## src/rtl/hoene_led_pkg.sv

```systemverilog
// Shared types and constants for the smart-LED frame controller.
package hoene_led_pkg;

   localparam int DEFAULT_PWM_BITS = 10;
   localparam int FRAME_BITS       = 2 + 3*DEFAULT_PWM_BITS;

   typedef enum logic [1:0] {
      IDLE    = 2'd0,
      RECEIVE = 2'd1,
      FORWARD = 2'd2,
      ERROR   = 2'd3
   } state_t;

   localparam logic [1:0] CMD_NOP           = 2'b00;
   localparam logic [1:0] CMD_SET           = 2'b01;
   localparam logic [1:0] CMD_SET_FWD_BLANK = 2'b10;
   localparam logic [1:0] CMD_RSVD          = 2'b11;

   // Both SET flavours commit colours locally; NOP and reserved do nothing.
   function automatic logic is_set_cmd(input logic [1:0] cmd);
      return (cmd == CMD_SET) || (cmd == CMD_SET_FWD_BLANK);
   endfunction

endpackage

```

## src/rtl/hoene_frame_shifter.sv

```systemverilog
// Shadow shift register and bit counter for this LED's frame word.
module hoene_frame_shifter
   import hoene_led_pkg::*;
#(
   parameter int WORD_BITS = FRAME_BITS,
   parameter int CNT_W     = 6
) (
   input  logic                 clk,
   input  logic                 rst_n,
   input  logic                 clear,
   input  logic                 shift,
   input  logic                 bit_in,
   output logic [WORD_BITS-1:0] word,
   output logic                 last_bit
);

   logic [CNT_W-1:0] count;

   // High on the strobe that carries the final bit of the word.
   assign last_bit = shift && (count == CNT_W'(WORD_BITS-1));

   // MSB-first shift; the controller stops shifting once the word is full.
   always_ff @(posedge clk or negedge rst_n) begin
      if (!rst_n) begin
         word  <= '0;
         count <= '0;
      end else if (clear) begin
         word  <= '0;
         count <= '0;
      end else if (shift) begin
         word  <= {word[WORD_BITS-2:0], bit_in};
         count <= count + 1'b1;
      end
   end

endmodule

```

## src/rtl/hoene_led_frame_controller.sv

```systemverilog
// Frame sequencer: collects this LED's word, forwards the rest, commits on clean end.
module hoene_led_frame_controller
   import hoene_led_pkg::*;
#(
   parameter int PWM_BITS       = DEFAULT_PWM_BITS,
   parameter int TIMEOUT_CYCLES = 4095
) (
   input  logic                clk,
   input  logic                rst_n,
   input  logic                in_data,
   input  logic                in_strobe,
   input  logic                in_error,
   input  logic                in_sync,
   output logic [PWM_BITS-1:0] out_red,
   output logic [PWM_BITS-1:0] out_green,
   output logic [PWM_BITS-1:0] out_blue,
   output logic                out_load,
   output logic                out_forward,
   output logic                out_busy,
   output logic                out_frame_error
);

   localparam int FRAME_W = 2 + 3*PWM_BITS;
   localparam int CNT_W   = $clog2(FRAME_W + 1);
   localparam int TMO_W   = $clog2(TIMEOUT_CYCLES + 1);

   state_t             state;
   logic               sync_q;
   logic [TMO_W-1:0]   tmo_cnt;
   logic [FRAME_W-1:0] word;
   logic               last_bit;
   logic               sync_rise;
   logic               timeout;
   logic               clear;
   logic               shift;
   logic [1:0]         cmd;

   assign sync_rise = in_sync && !sync_q;
   assign timeout   = (tmo_cnt == TMO_W'(TIMEOUT_CYCLES));
   assign clear     = (state == IDLE) && sync_rise;
   // A strobe only counts when nothing of higher precedence happens in that cycle.
   assign shift     = (state == RECEIVE) && in_strobe && !in_error && in_sync && !timeout;
   assign cmd       = word[FRAME_W-1 -: 2];

   hoene_frame_shifter #(
      .WORD_BITS (FRAME_W),
      .CNT_W     (CNT_W)
   ) u_shifter (
      .clk      (clk),
      .rst_n    (rst_n),
      .clear    (clear),
      .shift    (shift),
      .bit_in   (in_data),
      .word     (word),
      .last_bit (last_bit)
   );

   // Previous in_sync for frame-start edge detection.
   always_ff @(posedge clk or negedge rst_n) begin
      if (!rst_n) sync_q <= 1'b0;
      else        sync_q <= in_sync;
   end

   // Frame state machine with timeout counter and registered outputs.
   always_ff @(posedge clk or negedge rst_n) begin
      if (!rst_n) begin
         state           <= IDLE;
         tmo_cnt         <= '0;
         out_red         <= '0;
         out_green       <= '0;
         out_blue        <= '0;
         out_load        <= 1'b0;
         out_forward     <= 1'b0;
         out_busy        <= 1'b0;
         out_frame_error <= 1'b0;
      end else begin
         out_load <= 1'b0;
         case (state)
            IDLE: begin
               if (sync_rise) begin
                  state           <= RECEIVE;
                  out_busy        <= 1'b1;
                  out_frame_error <= 1'b0;
                  tmo_cnt         <= '0;
               end
            end
            RECEIVE: begin
               if (in_error) begin
                  state           <= ERROR;
                  out_frame_error <= 1'b1;
               end else if (!in_sync) begin
                  // Short frame: word incomplete, never committed.
                  state           <= IDLE;
                  out_busy        <= 1'b0;
                  out_frame_error <= 1'b1;
               end else if (timeout) begin
                  state           <= ERROR;
                  out_frame_error <= 1'b1;
               end else if (in_strobe) begin
                  tmo_cnt <= '0;
                  if (last_bit) begin
                     state       <= FORWARD;
                     out_forward <= 1'b1;
                  end
               end else begin
                  // Stops at TIMEOUT_CYCLES because the timeout branch wins there.
                  tmo_cnt <= tmo_cnt + 1'b1;
               end
            end
            FORWARD: begin
               if (in_error) begin
                  state           <= ERROR;
                  out_forward     <= 1'b0;
                  out_frame_error <= 1'b1;
               end else if (!in_sync) begin
                  state       <= IDLE;
                  out_forward <= 1'b0;
                  out_busy    <= 1'b0;
                  if (is_set_cmd(cmd)) begin
                     out_red   <= word[3*PWM_BITS-1 -: PWM_BITS];
                     out_green <= word[2*PWM_BITS-1 -: PWM_BITS];
                     out_blue  <= word[PWM_BITS-1:0];
                     out_load  <= 1'b1;
                  end
               end
            end
            ERROR: begin
               out_frame_error <= 1'b1;
               if (!in_sync) begin
                  state    <= IDLE;
                  out_busy <= 1'b0;
               end
            end
            default: begin
               state    <= IDLE;
               out_busy <= 1'b0;
            end
         endcase
      end
   end

endmodule

```

## config.mk

```make
export PLATFORM = sky130hd
export DESIGN_NAME = hoene_led_frame_controller
export DESIGN_NICKNAME = d
export VERILOG_FILES = /design/src/rtl/hoene_led_pkg.sv /design/src/rtl/hoene_frame_shifter.sv /design/src/rtl/hoene_led_frame_controller.sv
export SDC_FILE = /design/constraint.sdc
export NUM_CORES = 1
export LEC_CHECK = 0
export ABC_AREA = 1
export CAP_MARGIN = 40
export CORE_MARGIN = 4
export CORE_UTILIZATION = 28
export CTS_CLUSTER_SIZE = 28
export DETAILED_ROUTE_END_ITERATION = 8
export PLACE_DENSITY = 0.51
export REMOVE_ABC_BUFFERS = 1
export SLEW_MARGIN = 20
export SYNTH_ARGS = -nofsm -noshare
export SYNTH_HDL_FRONTEND = slang
export SYNTH_SLANG_ARGS = --single-unit
export TNS_END_PERCENT = 10
```

## constraint.sdc

```tcl
create_clock -name clk -period 2.95 [get_ports clk]
set_input_delay 0.7375 -clock clk [delete_from_list [all_inputs] [get_ports clk]]
set_output_delay 0.7375 -clock clk [all_outputs]
set_load 0.01 [all_outputs]
```

[Word-level counts from Yosys, hierarchy flattened]
Cells that the tools add are included.
W data, S select, Z words.
Storage, ports and cells
  register bits after elaboration: 87
  input port bits: 6
Operators by class
  reduce and logical (&&, ||, !) cells: 22
  eq/ne operators: 19
  bitwise gates (word level): 2
  mux-type cells: 41
  add/subtract/negate cells: 2
Operators with widths (number)
  $mux W32: 2
  $mux W12: 5
  $pmux W12 S2: 1
  $mux W1: 19
  $mux W2: 8
  $ne A2 B2 Y1 const B: 8
  $add A12 B1 Y12 const B: 1
  $eq A12 B12 Y1 const B: 1
  $mux W6: 2
  $ne A5 B5 Y1 const B: 2
  $pmux W2 S4: 1
  $logic_and A1 B1 Y1: 7
  $reduce_and A7 Y1: 1
  $add A6 B1 Y6 const B: 1
  $eq A2 B2 Y1 const B: 3
  $eq A6 B5 Y1 const B: 1
  $reduce_and A3 Y1: 2
  $reduce_bool A2 Y1: 3
  $reduce_and A5 Y1: 1
  $eq A2 B1 Y1 const B: 2
  $ne A4 B4 Y1 const B: 1
  $pmux W1 S4: 1
  $reduce_and A4 Y1: 1
  $logic_not A1 Y1: 3
  other kinds (8): 9

[Logic depth before layout (Yosys ltp)]
Gate-level depths: netlist of run 1.
  word-level depth: 12
  gate-level depth with buffers: 11
  depth with buffers taken out: 10

[Cells and area by module]
A second synthesis of run 1 with hierarchy kept.
Unflattened totals
  cells, all modules: 463
  area total of the unflattened synthesis: 3921.3 um2
Modules (own cells, without submodules)
  hoene_led_frame_controller: instances 1, area each 2391.0 um2, cells each 295
  hoene_frame_shifter: instances 1, area each 1530.2 um2, cells each 168

[Worst setup path before layout of run 1]
OpenSTA, ideal clock, no wires.
  kind: input-to-reg
  start: input port in_error
  end: register u_shifter.word[3]
  path buffers: 1
  setup slack: 1.236 ns
  stages: 9
  library setup time: 0.119 ns
  data arrival time: 1.595 ns
  cell sequence: inv_1 nand2_1 nor3_4 nand2_4 inv_4 nor2_8 inv_4 buf_6 o21ai_2
Between the ends
  cells in the longest elaborated chain, start to end: 5
RTL lines
  start: declaration: RTL line hoene_led_frame_controller.sv:12  | input logic in_error,
  $logic_not A1 Y1: RTL line hoene_led_frame_controller.sv:42  | assign shift = (state == RECEIVE) && in_strobe && !in_error && in_sync && !timeout;
  $logic_and A1 B1 Y1 (3 in a row): RTL line hoene_led_frame_controller.sv:42
  $reduce_bool A2 Y1 (no source line)
  end signal: assignment: RTL line hoene_frame_shifter.sv:31  | word <= {word[WORD_BITS-2:0], bit_in};
  end: declaration: RTL line hoene_frame_shifter.sv:13  | output logic [WORD_BITS-1:0] word,
Every way passes these cells.
A chain may end at the register's enable or synchronous reset.

[Worst setup path after layout of run 1]
  start: register state[1]
  end: register u_shifter.count[0]
Between the ends
  cells in the longest elaborated chain, start to end: 6
  elaborated cells between the ends (all ways): 9
  classes of those cells: 1 x eq/ne; 1 x mux; 7 x reduce/logical
RTL lines
  start: declaration: RTL line hoene_led_frame_controller.sv:27  | state_t state;
  start signal: assignment: RTL line hoene_led_frame_controller.sv:67  | state <= IDLE;
  start signal: assignment: RTL line hoene_led_frame_controller.sv:81  | state <= RECEIVE;
  start signal: assignment: RTL line hoene_led_frame_controller.sv:89  | state <= ERROR;
  $eq A2 B1 Y1: RTL line hoene_led_frame_controller.sv:42
  $logic_and A1 B1 Y1 (4 in a row): RTL line hoene_led_frame_controller.sv:42
  $reduce_bool A2 Y1 (no source line)
  end signal: assignment: RTL line hoene_frame_shifter.sv:32  | count <= count + 1'b1;
  end: declaration: RTL line hoene_frame_shifter.sv:17  | logic [CNT_W-1:0] count;
Several ways; a longest one is shown, not always the timed one.

==> results.md, run 1 <==
* Vias at 3096
* Delay-heaviest family, CP: buffers and inverters
* Worst slew pin tran at 0.609 ns
* Most common cell after layout, fill and taps aside: nand2_1
* Final setup violation count at 0
* Crit Path Category: reg2reg
* Fillers at 1458
* PD cells at 665 nW/um^2
* Chip height at 129 um
* EDFF count, synth at 0
* Maximum buffer depth of the clock tree at 2
* Unrepaired setup endpoints after global routing: no
* P_leak at 2.16 nW
* WL final at 8680 um
* Area contributors post-synth: dfrtp_1 53%, nand2_1 8.9%, o21ai_0 6.4%
* Yosys warnings at 0
* Num CTS Buffers at 9
* Final Hold Viols at 0
* CP max FO at 36
* Tot Pwr at 3.30 mW
* # H-tree levels at 3
* First-iteration detailed-routing DRC count at 292
* Setup bufs post-CTS at 0
* Commonest cells after routing, fill and taps aside: 96 x nand2_1, 87 x dfrtp_1, 52 x o21ai_0
* Nets@finish at 502
* Crit-path slowest cell: ha_1
* Worst VDD drop at 0.297 mV
* Core box area at 14100 um^2
* Worst Setup End Kind: flip-flop
* IO Pins at 40
* Antenna cells at 0
* Yosys cell types at 30
* Global-route wire length before repair at 15200 um
* Layout cells sized above 1 at 13.1%
* FMAX at 408 MHz
* Root Driver: clkbuf_16
* Die area at 16600 um^2
* Post-synth top flop: dfrtp_1
* Outcome: finished, final reports clean
* Antenna Violating Nets Remaining at 0
* Post-synth top area share at 53.2%
* Max-cap viol count at 0
* CP bufs+invs at 4
* Initial Util at 29.0%
* Worst Hold Class: in2async
* Slew HR at 59.3%
* CTS tree: built
* CP Data Arrival Time at 2.71 ns
* Synth Area per Inst at 9.05 um^2
* Clock sink count at 87
* Critical path, cell by cell: inv_1 -> ha_1 -> inv_2 -> nor3_4 -> nand2_4 -> inv_4 -> buf_4 -> o21ai_0 -> a21oi_1
* CTS-repair resized insts at 0
* Largest net degree at the start of global routing at 68
* Clock skew at 0.00848 ns
* Die width at 129 um
* Routability cong. at 0.855
* P&R area growth vs syn at 21.5%
* Max-slew violation count at 0
* Synth Register Bits at 87
* Vias in the first global route at 3129
* Sum Neg Setup Slack at 0 ns
* Critical path launch point type: flip-flop
* Minimum clock period at 2.45 ns
* Initial antenna violation count at 0
* Port Buf Inserts at 39
* Cell area after synthesis at 4090 um^2
* Clk slew on worst S/H paths at 0.06 ns
* GRT Resource Usage Total at 11.4%
* Fin crit share at 83.0%
* Synth area leader: dfrtp_1
* Async set-reset flop share out of synthesis at 100%
* Worst EP required at 3.21 ns
* Detail Placement HPWL at 5700 um
* Synth Instances at 452
* Post-synthesis sequential area ratio at 53.2%
* Clock Latency Late Sink at 0.34 ns
* Per-cell routed wire length at 12.9 um
* DR DRC count at 0
* GRT Residual Overflow at 0
* Row count at 43
* CP max stage delay at 0.54 ns
* Hold Buf Count CTS at 0
* Via-to-Cell Ratio at 4.59
* 1st-pass router iterations at 4
## path summary, 6_finish.rpt
kind | end | startpoint | slack (ns) | cells after the start
max | u_shifter.count[0] | state[1] | 0.50 | 9
min in group clk | out_forward | out_forward | 0.47 | 2
max reg2reg | u_shifter.count[0] | state[1] | 0.50 | 9
min reg2reg | out_forward | out_forward | 0.47 | 2
min | sync_q | rst_n | 0.29 | 1
max in group asynchronous | out_load | rst_n | 2.01 | 2
## report_power, final
| group | internal, mW | switching [mW] | leakage [nW] | total (mW) |
|---|---|---|---|---|
| clock | 0.662 | 0.473 | 0.137 | 1.14 |
| combinational | 0.281 | 0.498 | 0.826 | 0.779 |
| sequential | 1.31 | 0.0847 | 1.20 | 1.39 |
| total | 2.25 | 1.06 | 2.16 | 3.30 |
## state kept, by name, indices dropped and copies added (netlist names)
signal,flops
out_red,10
out_forward,1
out_blue,10
out_busy,1
sync_q,1
state,2
out_frame_error,1
out_load,1
tmo_cnt,12
out_green,10
u_shifter.word,32
u_shifter.count,6
## cell families after synthesis
| logic type | synth area share, % |
|---|---|
| AND/OR/NAND/NOR | 21.6 |
| AO/OA/AOI/OAI | 14.5 |
| flip-flops | 53.2 |
| buffers and inverters | 7.53 |
| XOR/XNOR | 1.29 |
| adder cells (fa/ha/maj) | 1.84 |
## metal layers
metal | up-vias | wire, um | global-route usage (%)
met4 | 0 | 82 | 2.96
met3 | 8 | 288 | 3.36
met2 | 46 | 3950 | 17.7
li1 | 1564 | - | -
met1 | 1478 | 4360 | 15.6
met5 | - | 0 | 0
## Yosys cell counts (5+ instances only)
cell	number
nand2_1	97
a21oi_1	5
inv_1	48
ha_1	6
o21ai_2	29
buf_2	8
o21ai_0	52
nand4_1	10
nand3_1	51
dfrtp_1	87
clkbuf_1	8
nor2_1	18
## area by class of cell
class / count / area [um^2] / share of cell area [%]
tap: 180 / 225 / 4.53
timing repair buffer: 46 / 465 / 9.37
inverter: 53 / 204 / 4.10
sequential: 87 / 2180 / 43.8
multi-input combinational: 293 / 1610 / 32.3
clock inverter: 4 / 55.1 / 1.11
clock buffer: 12 / 236 / 4.76
## per-stage QoR
| step | hold slack (ns) | util (%) | instance area (um^2) | worst slack, ns | cells |
|---|---|---|---|---|---|
| after floorplan | 0.442 | - | 3990 | 0.788 | 433 |
| after global placement | 0.455 | 33.2 | 4680 | 0.411 | 659 |
| after detailed placement | 0.465 | 33.2 | 4680 | 0.404 | 659 |
| after CTS | 0.285 | 35.3 | 4970 | 0.476 | 675 |
| after global routing | 0.303 | 35.3 | 4970 | 0.222 | 675 |
| final | 0.290 | 35.3 | 4970 | 0.501 | 675 |
## worst register-to-register path: stages, from the launching register on
cell	delay (ns)
dfrtp_1	0.41
inv_1	0.11
ha_1	0.54
inv_2	0.23
nor3_4	0.27
nand2_4	0.10
inv_4	0.09
buf_4	0.34
o21ai_0	0.14
a21oi_1	0.15
(Power assumes the default switching activity.)
==> inputs of run 2 (changes only) <==
- PLACE_DENSITY: 0.51 -> 0.53
- clock period: 2.95 -> 2.1 ns (I/O delays scaled with it)
==> run 2 against run 1 <==
  * Register-to-register slack worse by 0.21 ns
  * Sequential power up 41%
  * Global-route usage grew 0.14 points
  * Critical path depth fell by 8
  * Die area stayed put
  * Sequential share of layout area shrank 1.8 points
  * Hold slack worse by 0.12 ns
  * Wire length grew 1.9%
==> results.md, run 2 (synthesized netlist as in run 1, its figures left out) <==
* Outcome: finished, final reports clean
* Core box area at 14100 um^2 (unchanged)
* IO Pins at 40 (unchanged)
* Delay-heaviest family, CP: buffers and inverters
* Critical path launch point type: flip-flop
* Num CTS Buffers at 9 (unchanged)
* Clock skew at 0.00850 ns (+0.0000247 ns)
* Nets@finish at 519 (+3.4%)
* Slew HR at 65.4% (+6.1 points)
* Final Instance Area at 5190 um^2 (+4.4%)
* P_leak at 2.29 nW (+5.6%)
* # H-tree levels at 3 (unchanged)
* CP Data Arrival Time at 1.29 ns (-1.42 ns)
* Minimum clock period at 1.82 ns
* Unrepaired setup endpoints after global routing: no
* Hold Buf Count CTS at 0 (unchanged)
* GRT Residual Overflow at 0 (unchanged)
* Port Buf Inserts at 39 (unchanged)
* Die width at 129 um (unchanged)
* Dpl cells at 676 (+2.6%)
* Worst Hold Class: in2async
* Via-to-Cell Ratio at 4.51 (-1.7%)
* Area after DPL at 4880 um^2 (+4.3%)
* Fillers at 1464 (+0.41%)
* P&R area growth vs syn at 26.9%
* Clock Latency Late Sink at 0.34 ns (about the same)
* CTS tree: built
* Initial Util at 29.0% (unchanged)
* Fin crit share at 86.6%
* Root Driver: clkbuf_16
* Antenna Violating Nets Remaining at 0 (unchanged)
* Max-cap viol count at 0 (unchanged)
* Die area at 16600 um^2 (unchanged)
* Clock sink count at 87 (unchanged)
* Worst EP required at 1.57 ns (-1.64 ns)
* Footprint of the multi-input gates at 1610 um^2 (unchanged)
* WL final at 8850 um (+1.9%)
* Chip height at 129 um (unchanged)
* Largest registers: u_shifter.word (32), tmo_cnt (12)
* DR DRC count at 0 (unchanged)
* Worst slew pin tran at 0.519 ns (-0.0905 ns)
* Detail Placement HPWL at 6300 um (+11%)
* Largest net degree at the start of global routing at 62 (-8.8%)
* Crit Path Category: reg2out
* Crit-path slowest cell: clkdlybuf4s50_1
* Critical path, cell by cell: clkdlybuf4s50_1
* Finished Layout Cells at 692 (+2.5%)
* Final setup violation count at 0 (unchanged)
* Initial antenna violation count at 0 (unchanged)
* Register area at 2180 um^2 (unchanged)
* 1st-pass router iterations at 5 (+1)
* Vias in the first global route at 3172 (+1.4%)
* CP max FO at 2 (-94%)
* Most common cell after layout, fill and taps aside: nand2_1
* Clk slew on worst S/H paths at 0.07 ns (about the same)
* Row count at 43 (unchanged)
* Global-route wire length before repair at 15600 um (+2.5%)
* Max-slew violation count at 0 (unchanged)
* Top reg by flops: u_shifter.word
* GRT Resource Usage Total at 11.5% (+0.14 points)
* FMAX at 550 MHz
* Routability cong. at 0.860 (+0.64%)
* First-iteration detailed-routing DRC count at 199 (-32%)
* PD cells at 927 nW/um^2 (+39%)
* CP max stage delay at 0.56 ns (+0.02 ns)
* CP bufs+invs at 1 (-3)
* Layout cells sized above 1 at 16.4% (+3.3 points)
* Commonest cells after routing, fill and taps aside: 96 x nand2_1, 87 x dfrtp_1, 52 x o21ai_0
* Antenna cells at 0 (unchanged)
* Vias at 3119 (+0.74%)
* Per-cell routed wire length at 12.8 um (-0.59%)
* Setup bufs post-CTS at 0 (unchanged)
* Max reg flops at 32 (unchanged)
* Worst Setup End Kind: output pin
* Maximum buffer depth of the clock tree at 2 (unchanged)
* Final Hold Viols at 0 (unchanged)
* CTS-repair resized insts at 0 (unchanged)
* Worst VDD drop at 0.445 mV (+50%)
-- run 2: changes by cell type in the layout (fill, tap and decap cells not counted), sizes merged --
cell      change
buf          +17
clkbuf        -1
clkinv        +2
clkinvlp      -1
-- run 2: report_power, final --
group          internal [mW]  switching (mW)
registers               1.83           0.121
clock network          0.965           0.664
logic                  0.509           0.718
total                   3.31            1.50
-- run 2: final timing paths --
check,cells past startpoint,slack (ns),to,from
worst min-delay path,1,0.17,u_shifter.word[9],rst_n
worst max-delay path,1,0.28,out_red[9],out_red[9]
min in group clk,2,0.48,out_forward,out_forward
worst min register to register,2,0.48,out_forward,out_forward
worst max register to register,9,0.29,tmo_cnt[7],tmo_cnt[0]
max in group asynchronous,2,1.41,u_shifter.word[15],rst_n
-- run 2: final cells by class --
cell class	instances	share of cell area, %
tap	180	4.34
inverter	53	3.93
clock inverter	5	1.25
clock buffer	11	4.68
multi-input combinational	293	31.0
timing repair buffer	63	12.9
sequential	87	42.0
-- run 2: metal layers --
layer | share of wire (%) | vias up | track usage (%)
met5 | 0 | - | 0
met4 | 0.62 | 0 | 2.53
met3 | 4.8 | 7 | 3.74
met2 | 47 | 70 | 17.7
met1 | 48 | 1450 | 16.0
li1 | - | 1592 | -
-- run 2: per-stage QoR --
step           hold slack (ns)  utilization (%)  setup TNS, ns  power (mW)  setup slack (ns)
2_1_floorplan            0.229                -         -0.284        2.64           -0.0620
3_3_place_gp             0.459             34.6              0        3.20            0.0380
3_5_place_dp             0.468             34.6         -0.289        3.23           -0.0447
4_1_cts                  0.182             36.8              0        4.89             0.266
5_1_grt                  0.200             36.8              0        5.13            0.0612
6_report                 0.167             36.8              0        4.81             0.281
==> inputs of run 3 (changes only) <==
- MAX_ROUTING_LAYER: unset -> met4
==> run 3 against run 2 <==
  * Combinational power barely moved
  * Die area is the same
  * Clock power about the same
  * Hold slack gained 0.0042 ns
  * Power hardly changed
  * Wire length shrank 0.24%
  * Non-clock buffer count unchanged
  * Via count rose by 0.16%
  * Sequential cell count unchanged
  * Register-to-register slack barely moved
  * Critical path depth increased by 8
  * Count of clock-buffer cells in the layout unchanged
  * Largest cell class unchanged
  * Highest routed layer unchanged
==> results.md, run 3 (synthesized netlist as in run 1, its figures left out) <==
* Clock Power Share at 33.8% (about the same)
* Final Hold Slack at 0.172 ns (+0.00418 ns)
* Routability cong. at 0.874 (+1.6%)
* Antenna Violating Nets Remaining at 0 (unchanged)
* Worst Setup End Kind: flip-flop
* 1st-pass router iterations at 4 (-1)
* Final Instance Area at 5190 um^2 (unchanged)
* P_leak at 2.29 nW (unchanged)
* Area after DPL at 4880 um^2 (unchanged)
* Top reg by flops: u_shifter.word
* Core box area at 14100 um^2 (unchanged)
* Setup bufs post-CTS at 0 (unchanged)
* Sequential Power Share at 40.7% (about the same)
* Commonest cells after routing, fill and taps aside: 96 x nand2_1, 87 x dfrtp_1, 52 x o21ai_0
* Worst Hold Class: in2async
* Crit Path Category: reg2reg
* Initial Util at 29.0% (unchanged)
* GRT Resource Usage Total at 11.9% (+0.34 points)
* Detail Placement HPWL at 6300 um (unchanged)
* Per-cell routed wire length at 12.8 um (-0.24%)
* DR DRC count at 0 (unchanged)
* Fin crit share at 86.1% (-0.53 points)
* First-iteration detailed-routing DRC count at 206 (+3.5%)
* Die width at 129 um (unchanged)
* Sw frac at 31.2% (-0.065 points)
* Final WS setup at 0.292 ns (+0.0110 ns)
* Most common cell after layout, fill and taps aside: nand2_1
* Initial antenna violation count at 0 (unchanged)
* Num CTS Buffers at 9 (unchanged)
* Root Driver: clkbuf_16
* Max-cap viol count at 0 (unchanged)
* Tot Pwr at 4.81 mW (about the same)
* Max-slew violation count at 0 (unchanged)
* FMAX at 553 MHz (+0.61%)
* Slew HR at 65.2% (-0.18 points)
* Die area at 16600 um^2 (unchanged)
* Global-route wire length before repair at 15600 um (about the same)
* Final setup violation count at 0 (unchanged)
* Max reg flops at 32 (unchanged)
* Pre-CTS setup slack at -0.0447 ns (unchanged)
* Largest registers: u_shifter.word (32), tmo_cnt (12)
* Clk slew on worst S/H paths at 0.07 ns (about the same)
* PD cells at 926 nW/um^2 (about the same)
* Vias in the first global route at 3173 (+0.032%)
* Chip height at 129 um (unchanged)
* Antenna cells at 0 (unchanged)
* Worst VDD drop at 0.442 mV (-0.73%)
* Largest net degree at the start of global routing at 62 (unchanged)
* IO Pins at 40 (unchanged)
* Clock sink count at 87 (unchanged)
* Row count at 43 (unchanged)
* CP Data Arrival Time at 2.01 ns (+0.72 ns)
* Unrepaired setup endpoints after global routing: no
* Maximum buffer depth of the clock tree at 2 (unchanged)
* Nets@finish at 519 (unchanged)
* Critical path launch point type: flip-flop
* WL final at 8830 um (-0.24%)
* Vias at 3124 (+0.16%)
* Outcome: finished, final reports clean
* Port Buf Inserts at 39 (unchanged)
* Minimum clock period at 1.81 ns (-0.0110 ns)
* GRT Residual Overflow at 0 (unchanged)
* Clock Latency Late Sink at 0.33 ns (about the same)
* Via-to-Cell Ratio at 4.51 (+0.16%)
* # H-tree levels at 3 (unchanged)
* Pint at 3.31 mW (about the same)
* P&R area growth vs syn at 26.9% (unchanged)
* Worst slew pin tran at 0.522 ns (+0.00273 ns)
* Layout cells sized above 1 at 16.4% (unchanged)
* Logic pwr share at 25.5% (about the same)
* Clock skew at 0.00746 ns (-0.00104 ns)
* Hold Buf Count CTS at 0 (unchanged)
* CTS tree: built
* Worst EP required at 2.30 ns (+0.73 ns)
* Psw at 1.50 mW (-0.30%)
* Final Hold Viols at 0 (unchanged)
* CTS-repair resized insts at 0 (unchanged)
* CP max FO at 20 (+18)
## run 3: cell counts in the layout (fill, tap and decap cells not counted)
No cell type changed its count.
## run 3: critical path, cell delays in order, from the launching register on
cell     delay [ns]
dfrtp_1        0.43
ha_1           0.31
nand2_2        0.10
nor2_4         0.14
nand3_4        0.11
nand2_1        0.14
nand2_1        0.07
nand2_1        0.05
buf_4          0.22
o21ai_0        0.12
## run 3: final timing paths
check | start | endpoint | slack [ns] | cells after the start
min in group clk | out_forward | out_forward | 0.48 | 2
worst min register to register | out_forward | out_forward | 0.48 | 2
max in group asynchronous | rst_n | out_green[5] | 1.41 | 2
worst max-delay path | tmo_cnt[0] | tmo_cnt[7] | 0.29 | 9
worst min-delay path | rst_n | u_shifter.word[9] | 0.17 | 1
worst max register to register | tmo_cnt[0] | tmo_cnt[7] | 0.29 | 9
## run 3: stage by stage
stage                     utilization [%]  instances  TNS [ns]
after floorplan                         -        433    -0.284
after global placement               34.6        676         0
after detailed placement             34.6        676    -0.289
after CTS                            36.8        692         0
after global routing                 36.8        692         0
final                                36.8        692         0
## run 3: per-layer routing
layer	wire [um]	global-route usage, %	up-vias
met3	360	3.36	10
met4	78	2.53	0
li1	-	-	1598
met5	0	-	-
met1	4270	16.2	1453
met2	4120	17.6	63
## run 3: cell type report
class	instances	area [um^2]
repair buffers	63	668
clock buffers	11	243
well taps	180	225
fillers	1464	8910
inverters	53	204
multi-input cells	293	1610
clock inverters	5	65.1
flip-flops and latches	87	2180
## run 3: power groups by stage
| stage | clock (mW) | combinational (mW) | sequential, mW |
|---|---|---|---|
| after global placement | 0 | 1.22 | 1.98 |
| after detailed placement | 0 | 1.25 | 1.98 |
| final | 1.63 | 1.23 | 1.96 |
| after CTS | 1.68 | 1.25 | 1.96 |
| after global routing | 1.75 | 1.40 | 1.98 |
| after floorplan | 0 | 0.645 | 1.99 |
